`config.mk`:
```
export PLATFORM = sky130hd
export DESIGN_NAME = pos_frame_rx
export DESIGN_NICKNAME = d
export VERILOG_FILES = /design/src/rtl/pos_link_pkg.sv /design/src/rtl/link_watchdog.sv /design/src/rtl/pos_frame_rx.sv
export SDC_FILE = /design/constraint.sdc
export NUM_CORES = 1
export LEC_CHECK = 0
export ABC_AREA = 1
export CAP_MARGIN = 20
export CORE_UTILIZATION = 28
export CTS_CLUSTER_DIAMETER = 120
export CTS_CLUSTER_SIZE = 10
export DETAILED_ROUTE_END_ITERATION = 8
export PLACE_DENSITY = 0.56
export RECOVER_POWER = 100
export SLEW_MARGIN = 20
export SYNTH_ARGS = -nofsm -noshare
export SYNTH_HDL_FRONTEND = slang
export SYNTH_HIERARCHICAL = 1
export SYNTH_SLANG_ARGS = --single-unit
```
`constraint.sdc`:
```
create_clock -name clk -period 2.3 [get_ports clk]
set_input_delay 0.575 -clock clk [delete_from_list [all_inputs] [get_ports clk]]
set_output_delay 0.575 -clock clk [all_outputs]
set_load 0.005 [all_outputs]
```
`src/rtl/pos_link_pkg.sv`:
```
// Shared definitions for the single-link player-position protocol.
// Frame byte layout: B0 sync, B1..B3 the packed position, B4 the XOR of B1..B3.
package pos_link_pkg;

  localparam logic [7:0] SYNC_BYTE = 8'hA5;
  localparam int         FRAME_LEN = 5;

  typedef enum logic [2:0] {
    ST_HUNT   = 3'd0,
    ST_GET1   = 3'd1,
    ST_GET2   = 3'd2,
    ST_GET3   = 3'd3,
    ST_GETCHK = 3'd4
  } rx_state_t;

  typedef struct packed {
    logic [10:0] x;
    logic [10:0] y;
    logic [1:0]  level;
  } pos_t;

  // Payload bytes as {B1, B2, B3}, B1 in the top byte.
  function automatic logic [23:0] pack_pos(input pos_t p);
    return {p.x[7:0], p.y[4:0], p.x[10:8], p.level, p.y[10:5]};
  endfunction

  function automatic pos_t unpack_pos(input logic [23:0] f);
    pos_t p;
    p.x     = {f[10:8], f[23:16]};
    p.y     = {f[5:0], f[15:11]};
    p.level = f[7:6];
    return p;
  endfunction

endpackage

```
`src/rtl/link_watchdog.sv`:
```
// Saturating cycle counter with synchronous clear; the reset value can be
// either zero or already saturated.
module link_watchdog #(
  parameter int MAX_COUNT = 100,
  parameter bit RESET_SAT = 1'b0,
  parameter int W         = $clog2(MAX_COUNT + 1)
) (
  input  logic         clk,
  input  logic         rst,
  input  logic         i_clr,
  input  logic         i_en,
  output logic [W-1:0] o_count
);

  localparam logic [W-1:0] MAX_V = W'(MAX_COUNT);

  logic [W-1:0] r_count;

  always_ff @(posedge clk) begin
    if (rst) begin
      r_count <= RESET_SAT ? MAX_V : '0;
    end else if (i_clr) begin
      r_count <= '0;
    end else if (i_en && (r_count != MAX_V)) begin
      r_count <= r_count + 1'b1;
    end
  end

  assign o_count = r_count;

endmodule

```
`src/rtl/pos_frame_rx.sv`:
```
// Receive deframer: hunts for the sync byte, collects one frame, verifies the
// XOR checksum and publishes the remote position; tracks presence and errors.
module pos_frame_rx
  import pos_link_pkg::*;
#(
  parameter int GAP_CYCLES     = 100_000,
  parameter int TIMEOUT_CYCLES = 10_000_000
) (
  input  logic        clk,
  input  logic        rst,
  input  logic [7:0]  rx_data,
  input  logic        rx_valid,
  output logic [11:0] remote_x,
  output logic [11:0] remote_y,
  output logic [1:0]  remote_level,
  output logic        remote_valid,
  output logic        remote_present,
  output logic [7:0]  err_count,
  output rx_state_t   dbg_state
);

  localparam int GW = $clog2(GAP_CYCLES + 1);
  localparam int PW = $clog2(TIMEOUT_CYCLES + 1);
  // The abort fires on the cycle the counter would reach GAP_CYCLES, so a byte
  // arriving after exactly GAP_CYCLES idle cycles already finds the FSM in HUNT.
  localparam logic [GW-1:0] GAP_LAST = GW'(GAP_CYCLES - 1);
  localparam logic [PW-1:0] PRES_MAX = PW'(TIMEOUT_CYCLES);

  rx_state_t r_state, w_next;

  logic [7:0]    r_s1, r_s2, r_s3;
  logic [10:0]   r_x, r_y;
  logic [1:0]    r_level;
  logic          r_valid;
  logic [7:0]    r_err;

  logic          w_in_frame, w_gap_expire;
  logic          w_store1, w_store2, w_store3, w_chk_strobe, w_good, w_bad;
  logic [GW-1:0] w_gap_cnt;
  logic [PW-1:0] w_pres_cnt;
  pos_t          w_pos;

  link_watchdog #(.MAX_COUNT(GAP_CYCLES), .RESET_SAT(1'b0), .W(GW)) u_gap (
    .clk     (clk),
    .rst     (rst),
    .i_clr   (rx_valid || (r_state == ST_HUNT)),
    .i_en    (w_in_frame),
    .o_count (w_gap_cnt)
  );

  link_watchdog #(.MAX_COUNT(TIMEOUT_CYCLES), .RESET_SAT(1'b1), .W(PW)) u_presence (
    .clk     (clk),
    .rst     (rst),
    .i_clr   (w_good),
    .i_en    (1'b1),
    .o_count (w_pres_cnt)
  );

  assign w_in_frame   = (r_state != ST_HUNT);
  assign w_gap_expire = w_in_frame && !rx_valid && (w_gap_cnt >= GAP_LAST);

  always_ff @(posedge clk) begin
    if (rst) begin
      r_state <= ST_HUNT;
    end else begin
      r_state <= w_next;
    end
  end

  always_comb begin
    w_next = r_state;
    case (r_state)
      ST_HUNT:   if (rx_valid && (rx_data == SYNC_BYTE)) w_next = ST_GET1;
      ST_GET1:   if (rx_valid) w_next = ST_GET2;   else if (w_gap_expire) w_next = ST_HUNT;
      ST_GET2:   if (rx_valid) w_next = ST_GET3;   else if (w_gap_expire) w_next = ST_HUNT;
      ST_GET3:   if (rx_valid) w_next = ST_GETCHK; else if (w_gap_expire) w_next = ST_HUNT;
      ST_GETCHK: if (rx_valid || w_gap_expire) w_next = ST_HUNT;
      default:   w_next = ST_HUNT;
    endcase
  end

  always_comb begin
    w_store1     = 1'b0;
    w_store2     = 1'b0;
    w_store3     = 1'b0;
    w_chk_strobe = 1'b0;
    case (r_state)
      ST_GET1:   w_store1     = rx_valid;
      ST_GET2:   w_store2     = rx_valid;
      ST_GET3:   w_store3     = rx_valid;
      ST_GETCHK: w_chk_strobe = rx_valid;
      default:   ;
    endcase
    w_good = w_chk_strobe && (rx_data == (r_s1 ^ r_s2 ^ r_s3));
    w_bad  = w_chk_strobe && (rx_data != (r_s1 ^ r_s2 ^ r_s3));
  end

  assign w_pos = unpack_pos({r_s1, r_s2, r_s3});

  always_ff @(posedge clk) begin
    if (rst) begin
      r_s1    <= '0;
      r_s2    <= '0;
      r_s3    <= '0;
      r_x     <= '0;
      r_y     <= '0;
      r_level <= '0;
      r_valid <= 1'b0;
      r_err   <= '0;
    end else begin
      r_valid <= w_good;
      if (w_store1) r_s1 <= rx_data;
      if (w_store2) r_s2 <= rx_data;
      if (w_store3) r_s3 <= rx_data;
      if (w_good) begin
        r_x     <= w_pos.x;
        r_y     <= w_pos.y;
        r_level <= w_pos.level;
      end
      if (w_bad && (r_err != 8'hFF)) r_err <= r_err + 8'd1;
    end
  end

  assign remote_x       = {1'b0, r_x};
  assign remote_y       = {1'b0, r_y};
  assign remote_level   = r_level;
  assign remote_valid   = r_valid;
  assign remote_present = (w_pres_cnt < PRES_MAX);
  assign err_count      = r_err;
  assign dbg_state      = r_state;

endmodule

```
==> results.md, run 1 <==
- Final WS setup: around 0.13 ns
- Delay-heaviest family, CP: simple AND/OR/NAND/NOR gates
- IO Pins: 50
- Num CTS Buffers: 9
- Clk_lat worst skew: about 0.36 ns
- Pin count of the biggest net entering global routing: 23
- #FFs+latches synth: about 100
- Max incr delay on CP: a little over 0.3 ns
- Pins Over Slew Limit: 0
- Power Dens Cells: roughly 550 nW/um^2
- Die Width: around 140 um
- Initial core utilization: 0.2896
- CTS Root Cell: clkbuf_16
- Sequential area share after synthesis: 0.3541
- Status: finished clean
- Total Nets Final: roughly 1k
- Area share of the largest cell type after synthesis: 0.3541
- Critical R2R Launch: dbg_state[0]$_SDFFE_PP0P_
- Vias per std cell: around 4.5
- Type of element capturing the critical path: output port
- Pwr Total: 3.837 mW
- Crit path max-delay cell type: dfxtp_1
- Vias in the first global route: just under 5k
- Cell Area, Synth: 5710 um^2
- Count of cell types in the netlist: 41
- Detailed Place HPWL: approximately 11 mm
- Finished Cell Area: about 7000 um^2
- R2R Path End: u_gap/o_count[11]$_SDFFE_PP0P_
- Internal power: approximately 2.9 mW
- Final Util: 0.3564
- Area Growth Syn to Fin: 23.07%
- Avg Inst Size Synth: 6.303 um^2
- Final hold viol count: 0
- CP Max Fanout: 2
- GPL Wtd Cong: around 0.88
- Fill cell count: 2110
- Worst-case clock skew: around 0.0060 ns
- Bufs and invs on worst path: 1
- Initial detailed-routing violation count: 401
- Slew Limit Headroom: 0.5141
- DP Worst Slack: -0.1855 ns
- Area leader, netlist: dfxtp_1
- FMAX: roughly 0.46 GHz
- Switching power share of the total: 0.2411
- Pleak: ~3.2 nW
- Final setup violation count: 0
- First-pass iteration count of the detailed router: 6
- CORE AREA: 19720 um^2
- Worst endpoint required time: ~1.7 ns
- CTS tree: built
- Clock transition at path regs: 0.07 ns
- Port buffer count: 47
- Hold Path Sink: u_gap/o_count[10]$_SDFFE_PP0P_
- Startpoint types: flip-flop
- Clock Sink Count: just over 100
- WL/cell: approximately 12 um
- Ys Warns: 6
- RSZ-0062 raised after global routing: no
- Hold-critical path depth: 2
- Clock share of power: 0.451
- Routed wire length: 14.74 mm
- DRC viols: 0
- Hold Crit Class: flip-flop to flip-flop
- VDD IR-drop max: approximately 340 uV
- CP arrival: 1.59 ns
- Synth Flop Type: dfxtp_1
- Net Switching: 0.9251 mW
- Cells after Synth: slightly above 900
- Total Die Area: roughly 21000 um^2
- FP Rows: 51
- Top cells by area, synth: dfxtp_1, nand2_1, nor2_1
- Crit path top cell by count: nand2_1
- Setup CP Type: flip-flop to output port
- Layout cells sized above 1: 0.09384
- Critical hold path startpoint: u_gap/o_count[10]$_SDFFE_PP0P_
- Total setup buffers inserted after CTS: 0
- Post-layout minimum cycle time: ~2.2 ns
- Initial antenna violation count: 0
- CTS hold repair buffers: 0
- Placed Area: 6720 um^2
- DIE HEIGHT: approximately 140 um
- Worst Tran Pin Value: approximately 0.73 ns
- Combinational power share: 0.081
- Worst path cell trace: or2_4, nor4_4, nand2_1, nand2_1, a31oi_2, buf_2
- Final global-route overflow total: 0
- Seq pwr share: 0.468
- Clock buffer depth: 2
- First-pass GRT wire length: between 20 and 25 mm
- Async SR Flop Fraction: 0
- Via count: between 5k and 6k
- # diodes: 0
- H-tree lvl count: 3
- Post-synth EDFFs: 0
- R2R depth: 11
- Max cap viols: 0
- R2R setup slack: roughly 0.25 ns
- All-Layer GR Usage: 0.1510
- Final period utilization: 0.9416
- Number of nets with antenna violations after routing: 0
==> final cells by class <==
| class | instances | area [um^2] | area share |
|---|---|---|---|
| clock buffers | 12 | 256.5 | 0.03650 |
| clock inverters | 4 | 77.57 | 0.01104 |
| inverters | 116 | 435.4 | 0.06195 |
| multi-input cells | 668 | 3109 | 0.4424 |
| flip-flops and latches | 101 | 2022 | 0.2877 |
| well taps | 265 | 331.6 | 0.04718 |
| repair buffers | 90 | 795.8 | 0.1132 |
==> state kept, by name (all words and copies together), names as in the netlist <==
signal	count
r_s1	8
r_s3	8
u_gap/o_count	17
r_s2	8
remote_level	2
dbg_state	3
remote_valid	1
u_presence/o_count	24
r_x	11
err_count	8
r_y	11
==> synthesized netlist by cell type, drive strengths merged, types with 3 or more instances <==
| cell | count |
|---|---|
| a31oi | 6 |
| clkbuf | 11 |
| nor2 | 139 |
| xor2 | 14 |
| o21ai | 39 |
| a21oi | 62 |
| nand3 | 65 |
| nand2 | 289 |
| nand4 | 17 |
| buf | 13 |
| nand3b | 3 |
| dfxtp | 101 |
| nor4 | 3 |
| xnor2 | 5 |
| nor3 | 7 |
| inv | 115 |
| ha | 5 |
==> layout by cell type, fill, tap and decap left out, drive strengths merged, types with 19 or more instances in the layout <==
cell         count
a21oi           62
buf             37
clkbuf          19
dfxtp          101
dlygate4sd3     38
inv            117
nand2          289
nand3           65
nor2           139
o21ai           39
==> stage by stage <==
stage               hold WS (ns)  setup TNS [ns]  std cells
floorplan                 0.4509               0        909
global placement          0.4709          -2.982       1240
detailed placement        0.4735          -3.949       1240
CTS                       0.4845               0       1256
global route              0.5121               0       1256
finish                    0.4833               0       1256
==> worst max path at each step <==
stage                                   startpoint                                   to  slack, ns  depth (start not counted)
5_1_grt                  dbg_state[1]$_SDFFE_PP0P_       u_gap/o_count[11]$_SDFFE_PP0P_      0.004                         11
3_5_place_dp                            rx_data[2]                  r_x[2]$_SDFFE_PP0P_      -0.19                         14
4_1_cts        u_presence/o_count[17]$_SDFFE_PP0N_                       remote_present       0.06                          6
2_1_floorplan                           rx_data[4]  u_presence/o_count[11]$_SDFFE_PP0N_       0.29                         14
3_3_place_gp                            rx_data[0]                  r_y[9]$_SDFFE_PP0P_      -0.15                         15
6_report       u_presence/o_count[17]$_SDFFE_PP0N_                       remote_present       0.13                          6
==> logic make-up after synthesis <==
family | count (synthesis) | share of synthesized area
adders and majority gates | 5 | 0.01096
other | 2 | 0.001315
xor gates and xnor gates | 19 | 0.02914
AOI/OAI and AO/OA | 111 | 0.1017
DFF | 101 | 0.3541
buffers and inverters | 140 | 0.1049
and+or+nand+nor | 528 | 0.3979
==> power by group through the flow <==
stage / combinational [mW] / clock, mW / sequential, mW
2_1_floorplan: 0.199 / 0 / 1.83
3_3_place_gp: 0.312 / 0 / 1.84
3_5_place_dp: 0.314 / 0 / 1.84
4_1_cts: 0.314 / 1.79 / 1.79
5_1_grt: 0.347 / 1.86 / 1.80
6_report: 0.310 / 1.73 / 1.80
==> routing by layer <==
metal,GRT usage,share of wire
met1,0.2076,0.51
met4,0.05485,0.018
met3,0.03685,0.042
met2,0.2270,0.43
met5,0,0
==> worst register-to-register path, stage by stage (launching register included) <==
cell and delay [ns]:
dfxtp_1 0.46, nor2_1 0.10, inv_1 0.13, nor2_1 0.09, inv_1 0.22, inv_1 0.14
nor2_2 0.18, nand2_2 0.07, nor2_1 0.29, nand3_1 0.12, nand2_1 0.09, nor2_1 0.04
==> timing repair <==
item | 4_1_cts | 5_1_grt
setup endpoints to repair | 1 | 5
gates cloned | 0 | 0
pin swaps | 0 | 1
gates resized for setup | 6 | 5
hold endpoints to repair | 0 | 0
No activity file was read; power rests on OpenSTA's default activity.
==> run 2: changes to the inputs <==
ABC_AREA = unset   (was 1)
CAP_MARGIN = 5   (was 20)
CTS_CLUSTER_SIZE = unset   (was 10)
==> run 2 against run 1 <==
Against the previous run:
- the flow now finishes with violations (negative setup slack)
- die area shrank 9.2%
- worst setup slack lost 0.16 ns
- via count shrank 21%
- largest cell class unchanged
- largest power group unchanged
==> results.md, run 2 <==
- DIE HEIGHT: 138.0 um (-4.7%)
- Clock transition at path regs: 0.07 ns (about the same)
- Clock Sink Count: 101 (unchanged)
- IO Pins: 50 (unchanged)
- RSZ-0062 raised after global routing: yes
- Num CTS Buffers: 9 (unchanged)
- Via count: 4458 (-21%)
- Post-synthesis adder-cell area fraction: 0.01208 (+0.001122)
- Port buffer count: 47 (unchanged)
- Initial detailed-routing violation count: 218 (-46%)
- CP arrival: 2.59 ns (+1.00 ns)
- Final Hold Slack: 0.4726 ns (-0.01073 ns)
- Final global-route overflow total: 0 (unchanged)
- Cell Area, Synth: 5180 um^2 (-9.3%)
- Async SR Flop Fraction: 0 (unchanged)
- Initial antenna violation count: 0 (unchanged)
- Largest family of logic cells by synthesized area: simple AND/OR/NAND/NOR gates
- H-tree lvl count: 3 (unchanged)
- Max cap viols: 0 (unchanged)
- DRC viols: 0 (unchanged)
- Post-Synth XOR/XNOR Area: 0.07778 (+0.04864)
- CTS tree: built
- Detailed Place HPWL: 9.168 mm (-15%)
- CTS Root Cell: clkbuf_16
- Pleak: 2.520 nW (-20%)
- Top post-synthesis cells by count: dfxtp_1, nand2_1, nand2b_1, nor2_1, a21oi_1
- FP Rows: 49 (-3.9%)
- Crit path max-delay cell type: dlygate4sd3_1
- Post-Place Cells: 885 (-29%)
- Pwr Total: 3.485 mW (-9.2%)
- Area share of the largest cell type after synthesis: 0.3903 (+0.03626)
- Worst endpoint required time: 2.56 ns (+0.83 ns)
- Failing checks: negative setup slack
- Area occupied by multi-input gates: 3120 um^2 (+0.36%)
- Critical R2R Launch: r_s3[1]$_SDFFE_PP0P_
- Die Width: 138.0 um (-4.7%)
- Count of cell types in the netlist: 65 (+59%)
- Post-route insts no fill: 903 (-28%)
- Post-synth EDFFs: 0 (unchanged)
- Final WS setup: -0.02367 ns (-0.1580 ns)
- CORE AREA: 18020 um^2 (-8.6%)
- Avg Inst Size Synth: 8.720 um^2 (+38%)
- First-pass iteration count of the detailed router: 4 (-2)
- Clock buffer depth: 2 (unchanged)
- Top cells by area, synth: dfxtp_1, nand2b_1, nand2_1
- Routed wire length: 12.71 mm (-14%)
- Post-layout minimum cycle time: 2.324 ns (+0.1580 ns)
- Sequential area share after synthesis: 0.3903 (+0.03626)
- Fill cell count: 1869 (-11%)
- Hold Crit Class: flip-flop to flip-flop
- Commonest non-fill, non-tap cells in the layout: dfxtp_1, nand2_1, nand2b_1
- Startpoint types: input port
- Worst path cell trace: dlygate4sd3_1, xor2_2, xnor2_2, nor4_4, and3_2, or2_4, buf_12, o41ai_2
- Power Dens Cells: 530.8 nW/um^2 (-2.8%)
- WL/cell: 14.08 um (+20%)
- Setup crit start: rx_data[7]
- Vias in the first global route: 4230 (-15%)
- Number of nets with antenna violations after routing: 0 (unchanged)
- Final setup violation count: 4 (+4)
- R2R depth: 8 (-3)
- GPL Wtd Cong: 0.8486 (-3.1%)
- Cells after Synth: 594 (-34%)
- CP Max Fanout: 10 (+8)
- Commonest non-fill, non-tap cell in the layout: dfxtp_1
- Ys Warns: 6 (unchanged)
- R2R setup slack: 0.21 ns (-0.04 ns)
- Simple-Gate Fraction of Synth Area: 0.3036 (-0.09427)
- Mux cell area share after synthesis: 0.07150 (+0.07150)
- # diodes: 0 (unchanged)
- Layout cells sized above 1: 0.1291 (+0.03524)
- VDD IR-drop max: 395.0 uV (+18%)
- #FFs+latches synth: 101 (unchanged)
- Compound-Gate Fraction of Synth Area: 0.1031 (+0.001475)
- Register Area: 2023 um^2 (about the same)
- Hold-critical path depth: 2 (unchanged)
- Area leader, netlist: dfxtp_1
- Critical hold path startpoint: remote_level[1]$_SDFFE_PP0P_
- Status: finished with violations
- Synth Flop Type: dfxtp_1
- FMAX: 0.4304 GHz (-6.8%)
- Total Die Area: 19050 um^2 (-9.2%)
- R2R Path End: u_presence/o_count[23]$_SDFFE_PP1P_
- Pins Over Slew Limit: 0 (unchanged)
- First-pass GRT wire length: 21.18 mm (-14%)
- All-Layer GR Usage: 0.1366 (-0.01447)
- Max incr delay on CP: 0.59 ns (+0.28 ns)
- Initial core utilization: 0.2874 (-0.002232)
- Area Growth Syn to Fin: 26.74%
- Pin count of the biggest net entering global routing: 60 (+160%)
- Most common cell in the synthesized netlist: dfxtp_1
- Final hold viol count: 0 (unchanged)
- Slew Limit Headroom: 0.6051 (+0.09097)
- Total Nets Final: 685 (-32%)
- Final period utilization: 1.010 (+0.06869)
- Worst Tran Pin Value: 0.5924 ns (-0.1365 ns)
- Setup TNS: -0.07745 ns (-0.07745 ns)
- Vias per std cell: 4.937 (+10%)
- Largest register FFs: 24 (unchanged)
- Setup CP Type: input port to flip-flop
- Clk_lat worst skew: 0.36 ns (about the same)
- Hold Path Sink: remote_level[1]$_SDFFE_PP0P_
- CTS hold repair buffers: 0 (unchanged)
- Type of element capturing the critical path: flip-flop
- Worst-case clock skew: 0.006446 ns (+0.0003985 ns)
## run 2: changes by cell type after synthesis, moves of 9 or more
cell / previous run / this run
xnor2_1: 5 / 30
nand3_1: 60 / 19
a21oi_1: 62 / 38
nand2_1: 282 / 78
inv_2: 12 / 0
mux2i_1: 0 / 28
o21ai_0: 39 / 4
nor2_1: 131 / 39
nor2b_1: 0 / 9
inv_1: 103 / 11
nand2b_1: 0 / 55
clkbuf_1: 11 / 20
## run 2: layout make-up
| type | instances | share of cell area |
|---|---|---|
| multi-input cells | 459 | 0.4753 |
| flip-flops and latches | 101 | 0.3082 |
| repair buffers | 87 | 0.1193 |
| well taps | 229 | 0.04364 |
| clock buffers | 10 | 0.03640 |
| clock inverters | 6 | 0.01086 |
| inverters | 11 | 0.006289 |
## run 2: metrics by stage
| step | cell area, um^2 | util | worst slack, ns |
|---|---|---|---|
| after floorplan | 5291 | - | -0.09981 |
| after global placement | 6165 | 0.3420 | -0.4311 |
| after detailed placement | 6165 | 0.3420 | -0.5314 |
| after CTS | 6495 | 0.3603 | -0.08343 |
| after global routing | 6565 | 0.3642 | -0.1494 |
| final | 6565 | 0.3642 | -0.02367 |
## run 2: what timing repair did
| action | 4_1_cts | 5_1_grt |
|---|---|---|
| setup buffers | 0 | 1 |
| setup endpoints to repair | 35 | 46 |
| resized for setup | 10 | 16 |
| gates cloned | 1 | 0 |
| endpoints found under the hold margin | 0 | 0 |
| pin swaps | 6 | 7 |
## run 2: how the worst max path moves through the flow
stage,endpoint,slack [ns],cells after the start
finish,u_presence/o_count[4]$_SDFFE_PP0N_,-0.02,8
global route,remote_present,-0.15,6
CTS,remote_present,-0.08,6
detailed placement,r_y[7]$_SDFFE_PP0P_,-0.53,7
global placement,r_y[9]$_SDFFE_PP0P_,-0.43,8
floorplan,u_presence/o_count[15]$_SDFFE_PP1P_,-0.1,9
## run 2: report_power, final
part	switching, mW	internal, mW
Clock	0.714	0.882
Combinational	0.0723	0.0689
Sequential	0.000238	1.75
## run 2: cells by family after synthesis
kind of cell / count (synthesis)
AO/OA/AOI/OAI: 83
XOR/XNOR: 46
adder cells (fa/ha/maj): 5
buffers and inverters: 41
flip-flops: 101
multiplexers: 36
other: 2
AND/OR/NAND/NOR: 280
## run 2: per-layer routing
metal  GRT usage  routed length [um]  vias to the layer above
li1            -                   -                     2225
met1      0.1810                5985                     2145
met2      0.2161                6048                       76
met3     0.03395                 491                       12
met4     0.04511                 185                        0
met5           0                   0                        -
## run 2: critical path: cells and delay by family
family,cells,cell delay (ns)
simple gates,3,0.67
buf+inv,2,0.73
xor+xnor,2,0.36
compound gates,1,0.25
==> run 3: changes to the inputs <==
CORE_MARGIN = 2   (was unset)
==> run 3 against run 2 <==
Against the previous run:
- the run ends with design-rule violations, negative setup slack left
- cell count up 1.2%
- critical path depth down 2
- wire length about the same
- sequential power about the same
- worst hold slack worse by 0.0046 ns
- critical path type is now flip-flop to output port
- sequential share of layout area down 0.31 points
- core utilization up 0.25 points
- clock power about the same
- largest power group unchanged
- largest cell class unchanged
- final area up 1.0%
- via count down 2.3%
==> results.md, run 3 (same netlist as run 2, synthesis figures left out) <==
- GPL Wtd Cong: 0.8273 (-2.5%)
- Post-layout minimum cycle time: 2.388 ns (+0.06470 ns)
- Final hold viol count: 0 (unchanged)
- Setup crit start: u_presence/o_count[8]$_SDFFE_PP0N_
- FP Rows: 49 (unchanged)
- Detailed Place HPWL: 8.948 mm (-2.4%)
- DRC viols: 2 (+2)
- Commonest non-fill, non-tap cell in the layout: dfxtp_1
- Final setup violation count: 3 (-1)
- RSZ-0062 raised after global routing: yes
- Total Die Area: 19600 um^2 (+2.9%)
- Net Switching: 0.7759 mW (-1.4%)
- Fill cell count: 1844 (-1.3%)
- Clk_lat worst skew: 0.35 ns (about the same)
- Initial core utilization: 0.2864 (-0.0009742)
- Critical R2R Launch: dbg_state[1]$_SDFFE_PP0P_
- Commonest non-fill, non-tap cells in the layout: dfxtp_1, nand2_1, nand2b_1, buf_4
- Worst-case clock skew: 0.01137 ns (+0.004921 ns)
- Switching power share of the total: 0.2228 (-0.003007)
- FMAX: 0.4187 GHz (-2.7%)
- R2R depth: 6 (-2)
- CP arrival: 1.81 ns (-0.78 ns)
- CTS tree: built
- First-pass GRT wire length: 20.98 mm (-0.92%)
- Setup crit end: remote_present
- All-Layer GR Usage: 0.1319 (-0.004673)
- Pins Over Slew Limit: 0 (unchanged)
- Area Growth Syn to Fin: 28.04%
- Layout cells sized above 1: 0.1387 (+0.009606)
- Combinational power share: 0.041 (about the same)
- Crit path max-delay cell type: dfxtp_2
- Clock buffer depth: 2 (unchanged)
- Initial detailed-routing violation count: 269 (+23%)
- Initial antenna violation count: 0 (unchanged)
- Worst endpoint required time: 1.73 ns (-0.83 ns)
- VDD IR-drop max: 386.9 uV (-2.1%)
- Status: finished with violations
- Die Width: 140.0 um (+1.4%)
- Port buffer count: 47 (unchanged)
- Worst Tran Pin Value: 0.6574 ns (+0.06507 ns)
- Vias in the first global route: 4098 (-3.1%)
- DIE HEIGHT: 140.0 um (+1.4%)
- Critical hold path startpoint: r_y[3]$_SDFFE_PP0P_
- Routed wire length: 12.72 mm (about the same)
- CTS Root Cell: clkbuf_16
- Setup CP Type: flip-flop to output port
- Worst path cell trace: o211a_1, o21a_1, o31ai_1, a21oi_1, o31ai_2, buf_2
- First-pass iteration count of the detailed router: 6 (+2)
- Largest register FFs: 24 (unchanged)
- Internal power: 2.706 mW (+0.31%)
- Number of nets with antenna violations after routing: 0 (unchanged)
- R2R setup slack: 0.16 ns (-0.05 ns)
- Via count: 4354 (-2.3%)
- DP Worst Slack: -0.4841 ns (+0.04734 ns)
- Pleak: 2.583 nW (+2.5%)
- Post-Place Cells: 894 (+1.0%)
- Failing checks: design-rule violations, negative setup slack
- WL/cell: 13.91 um (-1.1%)
- Startpoint types: flip-flop
- Power Dens Cells: 525.0 nW/um^2 (-1.1%)
- Total Nets Final: 696 (+1.6%)
- IO Pins: 50 (unchanged)
- Type of element capturing the critical path: output port
- Area occupied by multi-input gates: 3094 um^2 (-0.84%)
- CORE AREA: 18090 um^2 (+0.34%)
- Vias per std cell: 4.764 (-3.5%)
- Final global-route overflow total: 0 (unchanged)
- Clock transition at path regs: 0.07 ns (about the same)
- Clock Sink Count: 101 (unchanged)
- CTS hold repair buffers: 0 (unchanged)
- # diodes: 0 (unchanged)
- Num CTS Buffers: 9 (unchanged)
- Hold Crit Class: flip-flop to flip-flop
- Seq pwr share: 0.502 (about the same)
- Slew Limit Headroom: 0.5617 (-0.04338)
- Max incr delay on CP: 0.32 ns (-0.27 ns)
- Clock share of power: 0.457 (about the same)
- Post-route insts no fill: 914 (+1.2%)
- Register Area: 2023 um^2 (unchanged)
- H-tree lvl count: 3 (unchanged)
- CP Max Fanout: 2 (-8)
- Pin count of the biggest net entering global routing: 62 (+3.3%)
- Final WS setup: -0.08837 ns (-0.06470 ns)
- R2R Path End: u_gap/o_count[15]$_SDFFE_PP0P_
- Max cap viols: 0 (unchanged)
- Final period utilization: 1.038 (+0.02813)
run 3: worst min path at each step:
| stage | endpoint | slack, ns | depth (start not counted) |
|---|---|---|---|
| after floorplan | r_s1[0]$_SDFFE_PP0P_ | 0.46 | 2 |
| after global placement | r_y[7]$_SDFFE_PP0P_ | 0.46 | 2 |
| after global routing | r_y[1]$_SDFFE_PP0P_ | 0.49 | 2 |
| after CTS | remote_level[1]$_SDFFE_PP0P_ | 0.48 | 2 |
| final | r_y[3]$_SDFFE_PP0P_ | 0.47 | 2 |
| after detailed placement | r_y[1]$_SDFFE_PP0P_ | 0.46 | 2 |
run 3: final cells by class:
class                   count  share of cell area
flip-flops and latches    101              0.3050
inverters                  11            0.006225
multi-input cells         458              0.4665
repair buffers             99              0.1324
clock inverters             5            0.009998
clock buffers              11             0.03660
well taps                 229             0.04320
run 3: metal layers:
layer | part of all wire | vias up | track usage
li1 | - | 2239 | -
met1 | 0.49 | 2029 | 0.1794
met2 | 0.45 | 75 | 0.2022
met3 | 0.041 | 11 | 0.03590
met4 | 0.017 | 0 | 0.04519
met5 | 0 | - | 0
run 3: power groups by stage:
stage / combinational (mW) / sequential, mW / clock [mW]
finish: 0.144 / 1.75 / 1.59
floorplan: 0.0767 / 1.79 / 0
global route: 0.156 / 1.75 / 1.72
detailed placement: 0.140 / 1.79 / 0
global placement: 0.140 / 1.79 / 0
CTS: 0.142 / 1.75 / 1.66
run 3: critical path, delay by kind of cell (launching register included):
| family | cells | cell delay [ns] |
|---|---|---|
| compound gates | 5 | 0.98 |
| flops | 1 | 0.32 |
| buf+inv | 1 | 0.17 |
run 3: stage by stage:
step / setup TNS, ns / hold WS (ns) / util / power, mW / instance area (um^2)
after detailed placement: -21.77 / 0.4599 / 0.3446 / 1.929 / 6232
after floorplan: -0.7460 / 0.4613 / - / 1.865 / 5291
after global routing: -2.298 / 0.4852 / 0.3667 / 3.618 / 6633
after CTS: -0.1805 / 0.4812 / 0.3638 / 3.546 / 6580
final: -0.2019 / 0.4680 / 0.3667 / 3.482 / 6633
after global placement: -20.94 / 0.4644 / 0.3446 / 1.929 / 6232
run 3: timing repair:
item                                    CTS  global route
endpoints found under the setup margin   47            50
pin swaps                                 5            12
buffers inserted                          4             1
gates resized for setup                   8            19
